$ cat config.mk
export PLATFORM = sky130hd
export DESIGN_NAME = jpeg_dec_controller_flat
export DESIGN_NICKNAME = d
export VERILOG_FILES = /design/src/rtl/jpeg_dec_pkg.sv /design/src/rtl/jpeg_dec_controller_if.sv /design/src/rtl/jpeg_stage_watchdog.sv /design/src/rtl/jpeg_dec_controller.sv /design/src/flat_wrapper.sv
export SDC_FILE = /design/constraint.sdc
export NUM_CORES = 1
export LEC_CHECK = 0
export BUFFER_PORTS_ARGS = -buffer_cell sky130_fd_sc_hd__buf_2
export CORE_AREA = 2 2 76 57
export CTS_CLUSTER_SIZE = 8
export DETAILED_ROUTE_END_ITERATION = 10
export DIE_AREA = 0 0 78 59
export GPL_ROUTABILITY_DRIVEN = 0
export SYNTH_ARGS = -nofsm -noshare
export SYNTH_HDL_FRONTEND = slang
export SYNTH_SLANG_ARGS = --single-unit
$ cat constraint.sdc
create_clock -name clk -period 6.6 [get_ports clk]
set_clock_uncertainty 0.2 [all_clocks]
set_input_delay 1.98 -clock clk [delete_from_list [all_inputs] [get_ports clk]]
set_output_delay 1.98 -clock clk [all_outputs]
set_load 0.01 [all_outputs]
$ cat src/rtl/jpeg_dec_pkg.sv
// Shared types and defaults for the JPEG decode-path controller and its watchdog.
package jpeg_dec_pkg;

   typedef enum logic [3:0] {
      S_IDLE   = 4'd0,
      S_HUFF   = 4'd1,
      S_DEQUAN = 4'd2,
      S_IDCT   = 4'd3,
      S_YCC    = 4'd4,
      S_NEXT   = 4'd5,
      S_DONE   = 4'd6,
      S_ERR    = 4'd7
   } state_t;

   typedef enum logic [1:0] {
      STG_HUFF   = 2'd0,
      STG_DEQUAN = 2'd1,
      STG_IDCT   = 2'd2,
      STG_YCC    = 2'd3
   } stage_t;

   localparam int unsigned DEF_NUM_BLOCKS = 64;
   localparam int unsigned DEF_TIMEOUT    = 1024;

   function automatic int unsigned idx_width(input int unsigned n);
      return (n > 1) ? $clog2(n) : 1;
   endfunction

   // One-hot {ycc, idct, dequan, huff} of the stage a state drives; zero outside stage states.
   function automatic logic [3:0] stage_mask(input state_t s);
      case (s)
         S_HUFF:   return 4'b0001 << STG_HUFF;
         S_DEQUAN: return 4'b0001 << STG_DEQUAN;
         S_IDCT:   return 4'b0001 << STG_IDCT;
         S_YCC:    return 4'b0001 << STG_YCC;
         default:  return 4'b0000;
      endcase
   endfunction

endpackage

$ cat src/rtl/jpeg_dec_controller_if.sv
// Enable/valid pins plus the four start/done handshakes of the decode datapath.
interface jpeg_dec_controller_if #(
   parameter int unsigned BW = 6
);
   logic          enable;
   logic          start_huff;
   logic          done_huff;
   logic          start_dequan;
   logic          done_dequan;
   logic          start_idct;
   logic          done_idct;
   logic          start_ycc2rgb;
   logic          done_ycc2rgb;
   logic [BW-1:0] block_idx;
   logic          busy;
   logic          valid;
   logic          error;

   modport master (
      input  enable, done_huff, done_dequan, done_idct, done_ycc2rgb,
      output start_huff, start_dequan, start_idct, start_ycc2rgb,
             block_idx, busy, valid, error
   );

   modport slave (
      output enable, done_huff, done_dequan, done_idct, done_ycc2rgb,
      input  start_huff, start_dequan, start_idct, start_ycc2rgb,
             block_idx, busy, valid, error
   );
endinterface

$ cat src/rtl/jpeg_stage_watchdog.sv
// Per-stage cycle counter; expired is high once TIMEOUT-1 cycles have been counted since clear.
module jpeg_stage_watchdog
   import jpeg_dec_pkg::*;
#(
   parameter int unsigned TIMEOUT = DEF_TIMEOUT
) (
   input  logic clk,
   input  logic rst,
   input  logic clear,
   input  logic count_en,
   output logic expired
);
   localparam int unsigned CW = (TIMEOUT > 1) ? $clog2(TIMEOUT) : 1;

   logic [CW-1:0] count;

   always_ff @(posedge clk) begin
      if (rst || clear) begin
         count <= '0;
      end else if (count_en && !expired) begin
         count <= count + CW'(1);
      end
   end

   assign expired = (count == CW'(TIMEOUT - 1));
endmodule

$ cat src/rtl/jpeg_dec_controller.sv
// Frame sequencer for the JPEG decode path: each block goes Huffman -> dequant -> IDCT -> YCbCr-to-RGB,
// with one-cycle start/done handshakes, a per-stage watchdog and a one-cycle frame valid.
module jpeg_dec_controller
   import jpeg_dec_pkg::*;
#(
   parameter int unsigned NUM_BLOCKS = DEF_NUM_BLOCKS,
   parameter int unsigned TIMEOUT    = DEF_TIMEOUT,
   parameter int unsigned BW         = idx_width(NUM_BLOCKS)
) (
   input logic                   clk,
   input logic                   rst,
   jpeg_dec_controller_if.master bus
);
   state_t        state, state_nx;
   logic [3:0]    done_v, cur_mask, start_q, start_d;
   logic [BW-1:0] idx_q, idx_d;
   logic          busy_q, busy_d, valid_q, valid_d, error_q, error_d;
   logic          accept, frame_start, last_block, wd_expired;

   assign done_v      = {bus.done_ycc2rgb, bus.done_idct, bus.done_dequan, bus.done_huff};
   assign cur_mask    = stage_mask(state);
   // start_q marks the first cycle of a stage, so a done coincident with start is ignored
   assign accept      = |(cur_mask & done_v & ~start_q);
   assign last_block  = (idx_q == BW'(NUM_BLOCKS - 1));
   assign frame_start = (state == S_IDLE) && bus.enable;

   jpeg_stage_watchdog #(.TIMEOUT(TIMEOUT)) u_watchdog (
      .clk      (clk),
      .rst      (rst),
      .clear    (state_nx != state),
      .count_en (|cur_mask),
      .expired  (wd_expired)
   );

   always_ff @(posedge clk) begin
      if (rst) begin
         state   <= S_IDLE;
         start_q <= '0;
         idx_q   <= '0;
         busy_q  <= 1'b0;
         valid_q <= 1'b0;
         error_q <= 1'b0;
      end else begin
         state   <= state_nx;
         start_q <= start_d;
         idx_q   <= idx_d;
         busy_q  <= busy_d;
         valid_q <= valid_d;
         error_q <= error_d;
      end
   end

   // An accepted done takes priority over watchdog expiry in the same cycle
   always_comb begin
      state_nx = state;
      case (state)
         S_IDLE:   if (bus.enable) state_nx = S_HUFF;
         S_HUFF:   if (accept) state_nx = S_DEQUAN; else if (wd_expired) state_nx = S_ERR;
         S_DEQUAN: if (accept) state_nx = S_IDCT;   else if (wd_expired) state_nx = S_ERR;
         S_IDCT:   if (accept) state_nx = S_YCC;    else if (wd_expired) state_nx = S_ERR;
         S_YCC:    if (accept) state_nx = S_NEXT;   else if (wd_expired) state_nx = S_ERR;
         S_NEXT:   state_nx = last_block ? S_DONE : S_HUFF;
         S_DONE:   state_nx = S_IDLE;
         S_ERR:    if (!bus.enable) state_nx = S_IDLE;
         default:  state_nx = S_IDLE;
      endcase
   end

   always_comb begin
      start_d = (state_nx != state) ? stage_mask(state_nx) : '0;
      busy_d  = (state_nx != S_IDLE);
      valid_d = (state_nx == S_DONE);
      idx_d   = idx_q;
      if (frame_start) begin
         idx_d = '0;
      end else if ((state == S_NEXT) && !last_block) begin
         idx_d = idx_q + BW'(1);
      end
      error_d = error_q;
      if (state_nx == S_ERR) begin
         error_d = 1'b1;
      end else if (frame_start) begin
         error_d = 1'b0;
      end
   end

   assign bus.start_huff    = start_q[STG_HUFF];
   assign bus.start_dequan  = start_q[STG_DEQUAN];
   assign bus.start_idct    = start_q[STG_IDCT];
   assign bus.start_ycc2rgb = start_q[STG_YCC];
   assign bus.block_idx     = idx_q;
   assign bus.busy          = busy_q;
   assign bus.valid         = valid_q;
   assign bus.error         = error_q;
endmodule

$ cat src/flat_wrapper.sv
// flat-port wrapper written by rule: the top's interface ports become plain ports
module jpeg_dec_controller_flat import jpeg_dec_pkg::*;
#(
   parameter int unsigned NUM_BLOCKS = DEF_NUM_BLOCKS,
   parameter int unsigned TIMEOUT    = DEF_TIMEOUT,
   parameter int unsigned BW         = idx_width(NUM_BLOCKS)
)
  (clk, rst, bus_enable, bus_done_huff, bus_done_dequan, bus_done_idct, bus_done_ycc2rgb, bus_start_huff, bus_start_dequan, bus_start_idct, bus_start_ycc2rgb, bus_block_idx, bus_busy, bus_valid, bus_error);
  jpeg_dec_controller_if #(.BW(BW)) bus_i ();
  input logic clk;
  input logic rst;
  input wire logic [$bits(bus_i.enable)-1:0] bus_enable;
  input wire logic [$bits(bus_i.done_huff)-1:0] bus_done_huff;
  input wire logic [$bits(bus_i.done_dequan)-1:0] bus_done_dequan;
  input wire logic [$bits(bus_i.done_idct)-1:0] bus_done_idct;
  input wire logic [$bits(bus_i.done_ycc2rgb)-1:0] bus_done_ycc2rgb;
  output wire logic [$bits(bus_i.start_huff)-1:0] bus_start_huff;
  output wire logic [$bits(bus_i.start_dequan)-1:0] bus_start_dequan;
  output wire logic [$bits(bus_i.start_idct)-1:0] bus_start_idct;
  output wire logic [$bits(bus_i.start_ycc2rgb)-1:0] bus_start_ycc2rgb;
  output wire logic [$bits(bus_i.block_idx)-1:0] bus_block_idx;
  output wire logic [$bits(bus_i.busy)-1:0] bus_busy;
  output wire logic [$bits(bus_i.valid)-1:0] bus_valid;
  output wire logic [$bits(bus_i.error)-1:0] bus_error;
  assign bus_i.enable = bus_enable;
  assign bus_i.done_huff = bus_done_huff;
  assign bus_i.done_dequan = bus_done_dequan;
  assign bus_i.done_idct = bus_done_idct;
  assign bus_i.done_ycc2rgb = bus_done_ycc2rgb;
  assign bus_start_huff = bus_i.start_huff;
  assign bus_start_dequan = bus_i.start_dequan;
  assign bus_start_idct = bus_i.start_idct;
  assign bus_start_ycc2rgb = bus_i.start_ycc2rgb;
  assign bus_block_idx = bus_i.block_idx;
  assign bus_busy = bus_i.busy;
  assign bus_valid = bus_i.valid;
  assign bus_error = bus_i.error;
  jpeg_dec_controller #(.NUM_BLOCKS(NUM_BLOCKS), .TIMEOUT(TIMEOUT), .BW(BW)) u_core (.clk(clk), .rst(rst), .bus(bus_i));
endmodule
After elaboration in Yosys (flattened, before gate mapping):

Index checks and enable logic that the tools add are counted.

* $add $sub $neg: 2
* $mul: 0
* div/mod/pow operators: 0
* $lt $le $gt $ge: 0
* equal/unequal tests: 15
* shift operators: 0
* multiplexer cells: 13
* bitwise gates (word level): 4
* reduce and logical (&&, ||, !) cells: 13

Operator list (count)
* case mux 4 bit (4 select lines): 2
* two-way mux 4 bit: 7
* case mux 4 bit (7 select lines): 1
* == test 4 x 3 -> 1 bit (second input constant): 6
* == test 4 x 2 -> 1 bit (second input constant): 4
* adder 10 x 1 -> 10 bit (second input constant): 1
* == test 10 bit (second input constant): 1
* bitwise AND 4 bit: 2
* == test 4 x 1 -> 1 bit (second input constant): 2
* OR reduction 4 bit: 2
* adder 6 x 1 -> 6 bit (second input constant): 1
* == test 6 bit (second input constant): 1
* logical NOT 4 bit: 1
* != test 4 bit: 1
* inverter 4 bit: 1
* nonzero test 4 bit: 1
* OR reduction 2 bit: 2
* logical AND 1 bit: 3
* two-way mux 3 bit: 1
* logical NOT 1 bit: 2
* two-way mux 1 bit: 2
* nonzero test 2 bit: 1
* logical OR 1 bit: 1
* inverter 1 bit: 1

* register bits after elaboration: 27
* bits in latches: 0
* memory bits (writable): 0
* memory bits (read-only): 0
* logic and storage cells: 54
* memories: 0

Longest topological paths before layout:

* depth in word-level cells: 10
* depth in mapped cells: 8
* gate-level depth less buffers: 8

By module:

Synthesis repeated with hierarchy kept, for this count alone.

* cell total of the unflattened synthesis: 204
* area, all modules: 1696.6 um2

By module, submodules not included
* jpeg_dec_controller: instances 1, cells an instance 136, area an instance 1103.6 um2, sequential area each 340.3 um2
* jpeg_stage_watchdog: instances 1, cells an instance 68, area an instance 593.1 um2, sequential area each 200.2 um2

Worst setup path after synthesis:

Ideal clock, no wire load.

* path kind: input-to-reg
* from: input bus_done_idct
* to: register u_core.u_watchdog.count[8]
* arrival time: 3.472 ns
* required time: 6.327 ns
* slack: 2.855 ns
* cell stages on the path: 6
* cells stage by stage: nor4b_1 a2bb2oi_1 nand3_1 a311oi_2 o211ai_4 nor3_2

* word-level cells in the longest chain between the ends: 7
* elaborated cells between the ends (all ways): 10
* those cells by class: eq/ne (1); mux (5); bitwise (2); reduce/logical (2)

Ends and longest elaborated chain
* start, declared: RTL line flat_wrapper.sv:15 `input wire logic [$bits(bus_i.done_idct)-1:0] bus_done_idct;`
* bitwise AND 4 bit * (2 in series): RTL line jpeg_dec_controller.sv:23 `assign accept = |(cur_mask & done_v & ~start_q);`
* OR reduction 4 bit *: RTL line jpeg_dec_controller.sv:23
* two-way mux 4 bit, on equally long branches
* case mux 4 bit (7 select lines) *: RTL line jpeg_dec_controller.sv:56 `case (state)`
* != test 4 bit *: RTL line jpeg_dec_controller.sv:30 `.clear (state_nx != state),`
* logical OR 1 bit *: RTL line jpeg_stage_watchdog.sv:18 `if (rst || clear) begin`
* end signal, assigned: RTL line jpeg_stage_watchdog.sv:21 `count <= count + CW'(1);`
* end, declared: RTL line jpeg_stage_watchdog.sv:15 `logic [CW-1:0] count;`

Every way passes the cells marked *; elsewhere a longest branch is shown, timed or not.
A chain may end at the register's enable or synchronous reset.

Final worst setup path:

Ends and elaborated chain as after synthesis.

==> results.ini <==
[worst_setup_path]
rr_worst_depth=6
worstPathMaxFanout=10
worstPathArrival_ns=3.85
path_class=in2reg
worst-r2r-setup-slack_ns=3.66
worstSetupStartpoint=bus_done_idct
worstPathRequired_ns=6.60
setup.worst_path.start_class=primary input
end_of_the_worst_register_to_register_path=u_core.start_q[3]$_SDFF_PP0_
reg2reg_from=u_core.state[0]$_SDFF_PP0_
critPathCapture=u_core.u_watchdog.count[8]$_SDFFE_PP0P_
worst_setup_path_end_kind=flop

[cts]
cts.clk_slew.worst_paths_ns=0.09
cts.htree.levels=1
cts.repair.resized=0
clkLatencyLatePin_ns=0.27
clock-sinks=27
cts_buffers=3
root_buffer=sky130_fd_sc_hd__clkbuf_8
ctsHoldBuffers=0
cts_setup_buffers=0
clock_path_buffers=2
cts_tree=done

[min_path]
timing.hold.worst_path_depth=1
hold_class=reg2reg

[floorplanning]
die_w_microns=78
floorplan.io_pins=20
std_cell_rows=19
floorplan.die.height_microns=59
core_area_sq_um=3804
start_util_pct=39.21
die-area_sq_um=4602

[timing]
finalMaxSlewViolations=0
finalHoldViolations=0
finalCritPeriodShare_pct=58.33
final-setup-viol-count=0
timing.final.crit_period_ns=3.850
unrepaired_setup_endpoints_after_global_routing=no
fin_setup_tns_ns=0
worst_pin_slew_ns=0.6384
achievable-frequency_ghz=0.2598
timing.max_slew.rel_slack_pct=57.38

[global_route]
grt_first_pass_wirelength_microns=5499
first_global_vias=1188
grt_use_total_pct=15.19
grt_overflow=0
largest_net_degree_at_the_start_of_global_routing=18
grt_antenna_before_repair=0

[cells_and_area]
n_antenna_cell=0
fillCellCount=377
sequential_area_sq_um=540.5
final_core_util_pct=43.88
total_area_of_multi_input_combinational_cells_sq_um=897.1
area_overhead_vs_synth_pct=11.91
mostFrequentLayoutCells=sky130_fd_sc_hd__dfxtp_1, sky130_fd_sc_hd__nor2_1, sky130_fd_sc_hd__buf_2
layout_commonest_cell=sky130_fd_sc_hd__dfxtp_1
post_route_cells_drive_above_1_share_pct=17.49
num-nets-final=193

[drt]
post_drt_via_cell_ratio=5.379
dr.first_iter.drc_count=45
drt_first_pass_iters=4
dr_total_vias=1264
drt.antenna.violating_nets=0
post-route-drc-count=0
wl_per_cell_microns=13.59
postRouteWirelength_microns=3193

[yosys]
synthArstFlopShare_pct=0
yosys.cell_types.count=51
syn-cell-area_sq_um=1491
synth_area_leaders=sky130_fd_sc_hd__dfxtp_1, sky130_fd_sc_hd__nor2_1, sky130_fd_sc_hd__nand3_1, sky130_fd_sc_hd__xnor2_1, sky130_fd_sc_hd__a2111oi_4
synth-edff-count=0
seq_area_frac_synth_pct=36.24
postSynth.topFlopCell=sky130_fd_sc_hd__dfxtp_1
synth_area_per_cell_sq_um=9.039
post-synth-top-area-fraction_pct=36.24
ffs_latches_synth=27
synth.largest_area_cell=sky130_fd_sc_hd__dfxtp_1
synthCells=165
synthesis.yosys.warnings=0
postSynthNetCount=174

[placement]
buffer_ports.inserted=19
place.detailed.hpwl_microns=2432

[power]
total_power_mw=0.2826
worst_ir_drop_vdd_mv=0.1166
power.static_leakage_nw=0.6459
power_density_nw_per_um2=169.3

[outcome]
status=finished clean

[job]
max_capacitance_violation_count=0

layer usage:
metal	up-vias	track usage (%)	share of wire [%]
li1	639	-	-
met1	584	21.69	52
met2	35	22.04	41
met3	6	4.116	5.1
met4	0	5.764	1.3
met5	-	0	0
flip-flops by register name, summed over array words and instances (netlist names):
name / flops
u_core.u_watchdog.count: 10
u_core.bus.block_idx: 6
u_core.start_q: 4
u_core.state: 4
u_core.bus.busy: 1
u_core.bus.error: 1
u_core.bus.valid: 1
layout make-up:
cell class	count	area share, %
well taps	52	3.898
inverters	7	1.574
repair buffers	19	5.697
flip-flops and latches	27	32.38
clock buffers	4	2.699
multi-input cells	126	53.75
cells by family after synthesis:
logic type                 share of synthesized area [%]
and+or+nand+nor                                    28.44
DFF                                                36.24
buffers and inverters                              3.607
other                                             0.2514
xor gates and xnor gates                           7.634
AOI/OAI and AO/OA                                  20.81
muxes                                              1.342
adders and majority gates                          1.678
worst min path at each step:
| stage | startpoint | endpoint |
|---|---|---|
| final | u_core.bus.error$_SDFFE_PP0P_ | u_core.bus.error$_SDFFE_PP0P_ |
| after CTS | u_core.bus.error$_SDFFE_PP0P_ | u_core.bus.error$_SDFFE_PP0P_ |
| after global routing | u_core.bus.error$_SDFFE_PP0P_ | u_core.bus.error$_SDFFE_PP0P_ |
| after floorplan | u_core.u_watchdog.count[5]$_SDFFE_PP0P_ | u_core.u_watchdog.count[5]$_SDFFE_PP0P_ |
| after detailed placement | u_core.bus.error$_SDFFE_PP0P_ | u_core.bus.error$_SDFFE_PP0P_ |
| after global placement | u_core.bus.error$_SDFFE_PP0P_ | u_core.bus.error$_SDFFE_PP0P_ |
through the flow:
step,area (sq um),instances,setup slack [ns],hold WS (ns)
global placement,1624,231,2.596,0.2499
finish,1669,235,2.750,0.2793
global route,1669,235,2.631,0.3223
CTS,1669,235,2.759,0.2825
floorplan,1491,165,2.855,0.2775
detailed placement,1624,231,2.460,0.2579
power by group:
part / internal (mW) / switching (mW) / total (mW)
clock network: 0.0433 / 0.0504 / 0.0937
logic: 0.00865 / 0.0127 / 0.0214
registers: 0.164 / 0.00333 / 0.168
worst max-delay path, stage by stage:
cell and delay, ns:
sky130_fd_sc_hd__buf_2 0.09, sky130_fd_sc_hd__nor4b_1 0.14, sky130_fd_sc_hd__a2bb2oi_1 0.42, sky130_fd_sc_hd__nand3_1 0.19, sky130_fd_sc_hd__a311oi_2 0.57, sky130_fd_sc_hd__o211ai_4 0.24
sky130_fd_sc_hd__nor3_2 0.22
cell usage after synthesis, types with 2 or more instances:
library cell / instances
sky130_fd_sc_hd__dfxtp_1: 27
sky130_fd_sc_hd__and3_1: 5
sky130_fd_sc_hd__mux2i_1: 2
sky130_fd_sc_hd__a31oi_1: 2
sky130_fd_sc_hd__nand4_1: 3
sky130_fd_sc_hd__inv_1: 7
sky130_fd_sc_hd__nor2b_1: 2
sky130_fd_sc_hd__o21a_1: 2
sky130_fd_sc_hd__nor3_1: 4
sky130_fd_sc_hd__xor2_1: 6
sky130_fd_sc_hd__a2bb2oi_1: 2
sky130_fd_sc_hd__and2_1: 2
sky130_fd_sc_hd__clkbuf_1: 3
sky130_fd_sc_hd__a2111oi_4: 2
sky130_fd_sc_hd__or4b_1: 2
sky130_fd_sc_hd__a21oi_1: 2
sky130_fd_sc_hd__nor2_1: 25
sky130_fd_sc_hd__nand2b_1: 3
sky130_fd_sc_hd__ha_1: 2
sky130_fd_sc_hd__xnor2_1: 7
sky130_fd_sc_hd__and4_1: 2
sky130_fd_sc_hd__nand3_1: 15
sky130_fd_sc_hd__o21ai_0: 2
sky130_fd_sc_hd__nand2_1: 9
(Power assumes the default switching activity.)
